==> config.mk <==
export PLATFORM = sky130hd
export DESIGN_NAME = pipe_fd_skid
export DESIGN_NICKNAME = d
export VERILOG_FILES = /design/src/rtl/pipe_fd_skid.sv
export SDC_FILE = /design/constraint.sdc
export NUM_CORES = 1
export LEC_CHECK = 0
export CORE_MARGIN = 2
export CORE_UTILIZATION = 35
export CTS_BUF_LIST = sky130_fd_sc_hd__clkbuf_4 sky130_fd_sc_hd__clkbuf_8 sky130_fd_sc_hd__clkbuf_16
export CTS_CLUSTER_SIZE = 14
export DETAILED_ROUTE_END_ITERATION = 7
export SLEW_MARGIN = 20
export SYNTH_ARGS = -nofsm -noshare
export SYNTH_HDL_FRONTEND = slang
export SYNTH_SLANG_ARGS = --single-unit
==> constraint.sdc <==
create_clock -name CLK -period 1.9 [get_ports CLK]
set_clock_uncertainty 0.05 [all_clocks]
set_input_delay 0.38 -clock CLK [delete_from_list [all_inputs] [get_ports CLK]]
set_output_delay 0.38 -clock CLK [all_outputs]
set_load 0.1 [all_outputs]
==> src/rtl/pipe_fd_skid.sv <==
// Fetch/decode pipeline register with valid/ready handshake and a 2-entry skid buffer.
// Flush injects bubbles; STALL_CNT saturates on cycles where decode holds off a valid entry.
module pipe_fd_skid #(
  parameter int unsigned                INSTR_WIDTH = 32,
  parameter int unsigned                PC_WIDTH    = 32,
  parameter logic [INSTR_WIDTH-1:0]     NOP_INSTR   = '1,
  parameter logic [PC_WIDTH-1:0]        PC_RST      = '0,
  parameter int unsigned                CNT_WIDTH   = 16
) (
  input  logic                   CLK,
  input  logic                   CLR,
  input  logic                   VALID_F,
  output logic                   READY_F,
  input  logic [INSTR_WIDTH-1:0] INSTR_F,
  input  logic [PC_WIDTH-1:0]    PCPLUS4_F,
  input  logic                   FLUSH,
  output logic                   VALID_D,
  input  logic                   READY_D,
  output logic [INSTR_WIDTH-1:0] INSTR_D,
  output logic [PC_WIDTH-1:0]    PCPLUS4_D,
  output logic [1:0]             OCCUPANCY,
  output logic [CNT_WIDTH-1:0]   STALL_CNT
);

  typedef enum logic [1:0] {
    S_EMPTY = 2'd0,
    S_ONE   = 2'd1,
    S_TWO   = 2'd2
  } state_t;

  state_t                 state;
  logic [INSTR_WIDTH-1:0] out_instr, skd_instr;
  logic [PC_WIDTH-1:0]    out_pc, skd_pc;
  logic [CNT_WIDTH-1:0]   stall_cnt;
  logic                   push, pop, stall;

  // Handshake flags come only from registered state, so no input-to-output paths.
  assign VALID_D   = (state != S_EMPTY);
  assign READY_F   = (state != S_TWO);
  assign OCCUPANCY = state;
  assign INSTR_D   = VALID_D ? out_instr : NOP_INSTR;
  assign PCPLUS4_D = VALID_D ? out_pc    : PC_RST;
  assign STALL_CNT = stall_cnt;

  assign push  = VALID_F & READY_F;
  assign pop   = VALID_D & READY_D;
  assign stall = VALID_D & ~READY_D;

  always_ff @(posedge CLK) begin
    if (CLR) begin
      state     <= S_EMPTY;
      out_instr <= NOP_INSTR;
      out_pc    <= PC_RST;
      skd_instr <= NOP_INSTR;
      skd_pc    <= PC_RST;
      stall_cnt <= '0;
    end else if (FLUSH) begin
      state     <= S_EMPTY;
      out_instr <= NOP_INSTR;
      out_pc    <= PC_RST;
      skd_instr <= NOP_INSTR;
      skd_pc    <= PC_RST;
    end else begin
      if (stall && (stall_cnt != '1))
        stall_cnt <= stall_cnt + CNT_WIDTH'(1);
      case (state)
        S_EMPTY: begin
          if (push) begin
            state     <= S_ONE;
            out_instr <= INSTR_F;
            out_pc    <= PCPLUS4_F;
          end
        end
        S_ONE: begin
          if (push && pop) begin
            out_instr <= INSTR_F;
            out_pc    <= PCPLUS4_F;
          end else if (push) begin
            state     <= S_TWO;
            skd_instr <= INSTR_F;
            skd_pc    <= PCPLUS4_F;
          end else if (pop) begin
            state <= S_EMPTY;
          end
        end
        S_TWO: begin
          if (pop) begin
            state     <= S_ONE;
            out_instr <= skd_instr;
            out_pc    <= skd_pc;
          end
        end
        default: state <= S_EMPTY;
      endcase
    end
  end

endmodule

======== Word-level counts from Yosys, hierarchy flattened ========
Index checks and enable logic that the tools add are counted.
storage, ports and cells
  register bits ........................... 146
  latch bits .............................. 0
  RAM bits ................................ 0
  ROM bits ................................ 0
  input bits .............................. 69
  output and inout bits ................... 84
  word-level logic and storage cells ...... 48
  memories ................................ 0
cells by class
  add/sub/neg operators ................... 1
  multiply operators ...................... 0
  divide/modulo/power cells ............... 0
  order comparisons ....................... 0
  equal/unequal tests ..................... 9
  shift operators ......................... 0
  muxes and demuxes ....................... 16
  bitwise logic cells ..................... 6
  reduce and logical (&&, ||, !) cells .... 10
operators with widths
  kind                                                                    count
  32-bit two-way mux                                                      8
  32-bit one-hot mux with 3 select lines                                  2
  16-bit by 1-bit adder with 16-bit output (second input constant)        1
  16-bit != test (second input constant)                                  1
  2-bit two-way mux                                                       5
  2-bit != test (second input constant)                                   5
  4-bit AND reduction                                                     2
  2-bit one-hot mux with 3 select lines                                   1
  1-bit AND                                                               3
  3-bit != test (second input constant)                                   1
  1-bit NOT                                                               3
  3-bit AND reduction                                                     1
  3-bit nonzero test                                                      1
  2-bit by 1-bit equality test with 1-bit output (second input constant)  1
  2-bit equality test (second input constant)                             1
  1-bit logical AND                                                       2
  2-bit logical NOT                                                       1
  2-bit AND reduction                                                     1
  2-bit nonzero test                                                      1
  2-bit OR reduction                                                      1

======== Depth between registers and ports, before layout ========
  depth in word-level cells ............... 6
  gate-level depth with buffers ........... 7
  gate-level depth less buffers ........... 5

======== Least setup slack after synthesis ========
No wires, ideal clock.
  path kind ............................... register to output
  start point ............................. register state[0] (netlist: OCCUPANCY[0])
  end point ............................... output PCPLUS4_D[22]
  arrival ................................. 3.221 ns
  required time ........................... 1.470 ns
  slack ................................... -1.751 ns
  stages on the path, launching flop included .. 5
  buffers on the path ..................... 1
  cells stage by stage .................... dfxtp_1 nor2_1 inv_1 clkbuf_1 and2_1
on the way
  cells in the longest elaborated chain, start to end .. 2
ends and longest elaborated chain
  item                    line  RTL
  from (decl)             31    state_t state;
  from (signal assigned)  51    state <= S_EMPTY;
  from (signal assigned)  58    state <= S_EMPTY;
  from (signal assigned)  69    state <= S_ONE;
  2-bit nonzero test      38    assign VALID_D = (state != S_EMPTY);
  named net VALID_D       17    output logic VALID_D,
  32-bit two-way mux      42    assign PCPLUS4_D = VALID_D ? out_pc : PC_RST;
  to (decl)               20    output logic [PC_WIDTH-1:0] PCPLUS4_D,
The timed path passes the listed nets, and every way through them passes these cells.

======== Worst setup path after layout ========
  start point ............................. register state[0] (netlist: OCCUPANCY[0])
  end point ............................... output PCPLUS4_D[26]
on the way
  cells in the longest elaborated chain, start to end .. 2
ends and longest elaborated chain
  item                line
  2-bit nonzero test  38
  32-bit two-way mux  42
Every way passes these cells.

==> metrics <==
Routed Antenna Nets=0; Multi-input gate area=0.00353 mm2; Critical Path End=PCPLUS4_D[26]; Max Buffers Root-to-Sink=2; CP Capture Type=primary output; routed wire length=17.7 mm; Critical Path Start=OCCUPANCY[0]$_SDFFE_PP0P_; hpwl dp=11.4 mm; R2R Setup Slk=-0.06 ns; failing checks=setup timing; Worst VDD drop=608 uV; Die Wd=139 um; Filler Cell Count=1585; Final Util=57.6%; slew margin rel.=71.3%; cell area after layout=0.0103 mm2; antenna violations before repair=0; TritonRoute pass-1 iters=5; WP data required=1.47 ns; hold_ws=0.402 ns; drc violations=0; clk sink count=146; nets@finish=1068; minimum clock period=1.96 ns; max-cap violation count=0; Storage cell area=0.00298 mm2; row cnt=49; Critical Path AT=1.53 ns; Post-CTS Hold Fix Bufs=0; number of synthesized register bits=146; first-pass GRT wire length=29.3 mm; area fraction of the dominant cell type after synthesis=46.0%; Avg Synthesized Cell Area=7.42 um2; syn_nets=926; Final Max Tran Viols=0; GRT Overall Usage=18.5%; Buffers on Ports=152; initial DRC count=363; Root Buffer Master=clkbuf_16; via count=6111; Least-Margin Pin Slew=0.426 ns; CP Launch Type=register; clock latency on the worst-skew pair=0.41 ns; layout cells sized above 1=25.8%; Ant. Diodes=0; status=finished with violations; Starting Density=35.5%; DP Area=0.00960 mm2; EDFF count, synth=0; reg-to-reg endpoint=STALL_CNT[9]$_SDFFE_PP0P_; Netlist cell types=39; sequential-to-total area share from yosys stat=46.0%; number of setup violations in the final report=49; post-route clock period utilization=103%; power per standard cell area=738 mW/mm2; HP Class=reg -> reg; drt wl/cell=14.3 um; Main synth FF type=dfxtp_1; area of the die=0.0192 mm2; Reg2Reg Launch Point=OCCUPANCY[0]$_SDFFE_PP0P_; FMAX=509 MHz; Die Span Y=139 um; cell taking the most area after synthesis=dfxtp_1; Synth area leaders=dfxtp_1, nand2_1, a311oi_1; final worst slack=-0.0641 ns; Netlist Area Pre-Place=0.00635 mm2; Fin. Hold Viols=0; vias in the first global route=5684; Vias/cell=4.94; Worst R2R Path Depth=6; global placement routability congestion=0.752; H-tree depth=4; CTS Buf Count=17; Post-Syn Instances=856; static leakage=4.30 nW; area grow syn2layout=62.3%; Core Box Area=0.0179 mm2; Setup Crit Path Kind=reg -> out; total grt overflow=0; yosys synthesis warning count=0; TritonCTS clock tree=done; Crit Path Max Fanout=20; # IOs=153; unrepaired setup endpoints after global routing=yes; Async S/R FF share, synth=0%; Reg clk slew, reported paths=0.06 ns; largest net degree at the start of global routing=65
## metal layers
layer | up-vias | track usage (%) | part of all wire [%]
li1 | 3135 | - | -
met1 | 2822 | 24.5 | 45
met2 | 139 | 30.5 | 49
met3 | 15 | 3.83 | 4.8
met4 | 0 | 6.01 | 1.3
met5 | - | 0 | 0
## worst max-delay path, stage by stage, from the launching register on
cell and delay (ns):
dfxtp_4 0.35, nor2_4 0.16, inv_8 0.11, buf_12 0.17, and2_4 0.17, buf_12 0.16
## through the flow
step	setup WS, ns	total power, mW	std cells	setup TNS, ns
floorplan	-0.168	3.75	856	-1.31
global placement	-0.511	4.15	1204	-24.01
detailed placement	-0.563	4.16	1204	-26.95
CTS	-0.0964	7.72	1238	-3.18
global route	-0.132	7.90	1238	-5.37
finish	-0.0641	7.61	1238	-1.61
## sequential cells by signal (all words and copies together) (netlist names)
name,flops
out_instr,32
out_pc,32
skd_instr,32
skd_pc,32
STALL_CNT,16
OCCUPANCY,2
## cell type report
cell class,instances,share of cell area [%]
inverter,7,0.352
clock buffer,22,4.89
timing repair buffer,192,27.6
clock inverter,8,1.20
sequential,146,28.9
tap,229,2.78
multi-input combinational,634,34.3
## power by group
part	switching, mW	leakage (nW)	internal [mW]
clock	1.26	0.305	2.27
sequential	0.0397	1.20	3.12
combinational	0.514	2.79	0.415
## synth_stat cells (all sizes together) (2+ instances only)
cell and number:
nand2 263, dfxtp 146, nor2 73, clkbuf 60, a21oi 44, nand3 38, o21ai 37, a311oi 32
and2 32, and3 32, nand2b 32, buf 9, or4 8, inv 7, o31ai 7, or3 5
nor4 4, nand4 3, nor2b 3, or2 3, mux2i 2, o41ai 2, or4b 2
## placed cells by master (no fill, tap or decap), types with 3 or more instances in the layout
| cell | n |
|---|---|
| nand2_1 | 263 |
| dfxtp_1 | 128 |
| buf_12 | 98 |
| nor2_1 | 71 |
| clkdlybuf4s50_1 | 66 |
| a21oi_1 | 41 |
| nand3_1 | 37 |
| o21ai_0 | 37 |
| and2_4 | 32 |
| and3_1 | 32 |
| a311oi_1 | 32 |
| nand2b_4 | 28 |
| buf_4 | 25 |
| clkbuf_16 | 19 |
| dfxtp_4 | 15 |
| o31ai_1 | 7 |
| inv_1 | 5 |
| nand2b_2 | 4 |
| or4_1 | 4 |
| or4_4 | 4 |
| or3_1 | 4 |
| dfxtp_2 | 3 |
| nand4_1 | 3 |
| nor4_1 | 3 |
| a21oi_2 | 3 |
| bufinv_16 | 3 |
## timing repair
item                                    in CTS  in global routing
buffers inserted                             4                  0
pin swaps                                    4                  2
endpoints found under the setup margin      70                 62
gates resized for setup                      8                  8
gates cloned                                 0                  0
## worst min-delay path by stage
stage | slack [ns] | from | cells after the start | to
finish | 0.40 | skd_pc[24]$_SDFFE_PP0P_ | 2 | skd_pc[24]$_SDFFE_PP0P_
global route | 0.42 | skd_pc[25]$_SDFFE_PP0P_ | 2 | skd_pc[25]$_SDFFE_PP0P_
CTS | 0.40 | skd_pc[22]$_SDFFE_PP0P_ | 2 | skd_pc[22]$_SDFFE_PP0P_
detailed placement | 0.40 | skd_pc[0]$_SDFFE_PP0P_ | 2 | skd_pc[0]$_SDFFE_PP0P_
global placement | 0.39 | skd_pc[3]$_SDFFE_PP0P_ | 2 | skd_pc[3]$_SDFFE_PP0P_
floorplan | 0.39 | skd_pc[0]$_SDFFE_PP0P_ | 2 | skd_pc[0]$_SDFFE_PP0P_
## cells by family after synthesis
group                    count (synthesis)  synth area share (%)
AO/OA/AOI/OAI                          128                  12.7
multiplexers                             3                 0.492
buffers and inverters                   76                  4.73
flip-flops                             146                  46.0
AND/OR/NAND/NOR                        502                  35.9
adder cells (fa/ha/maj)                  1                 0.197
(Power assumes the default switching activity.)
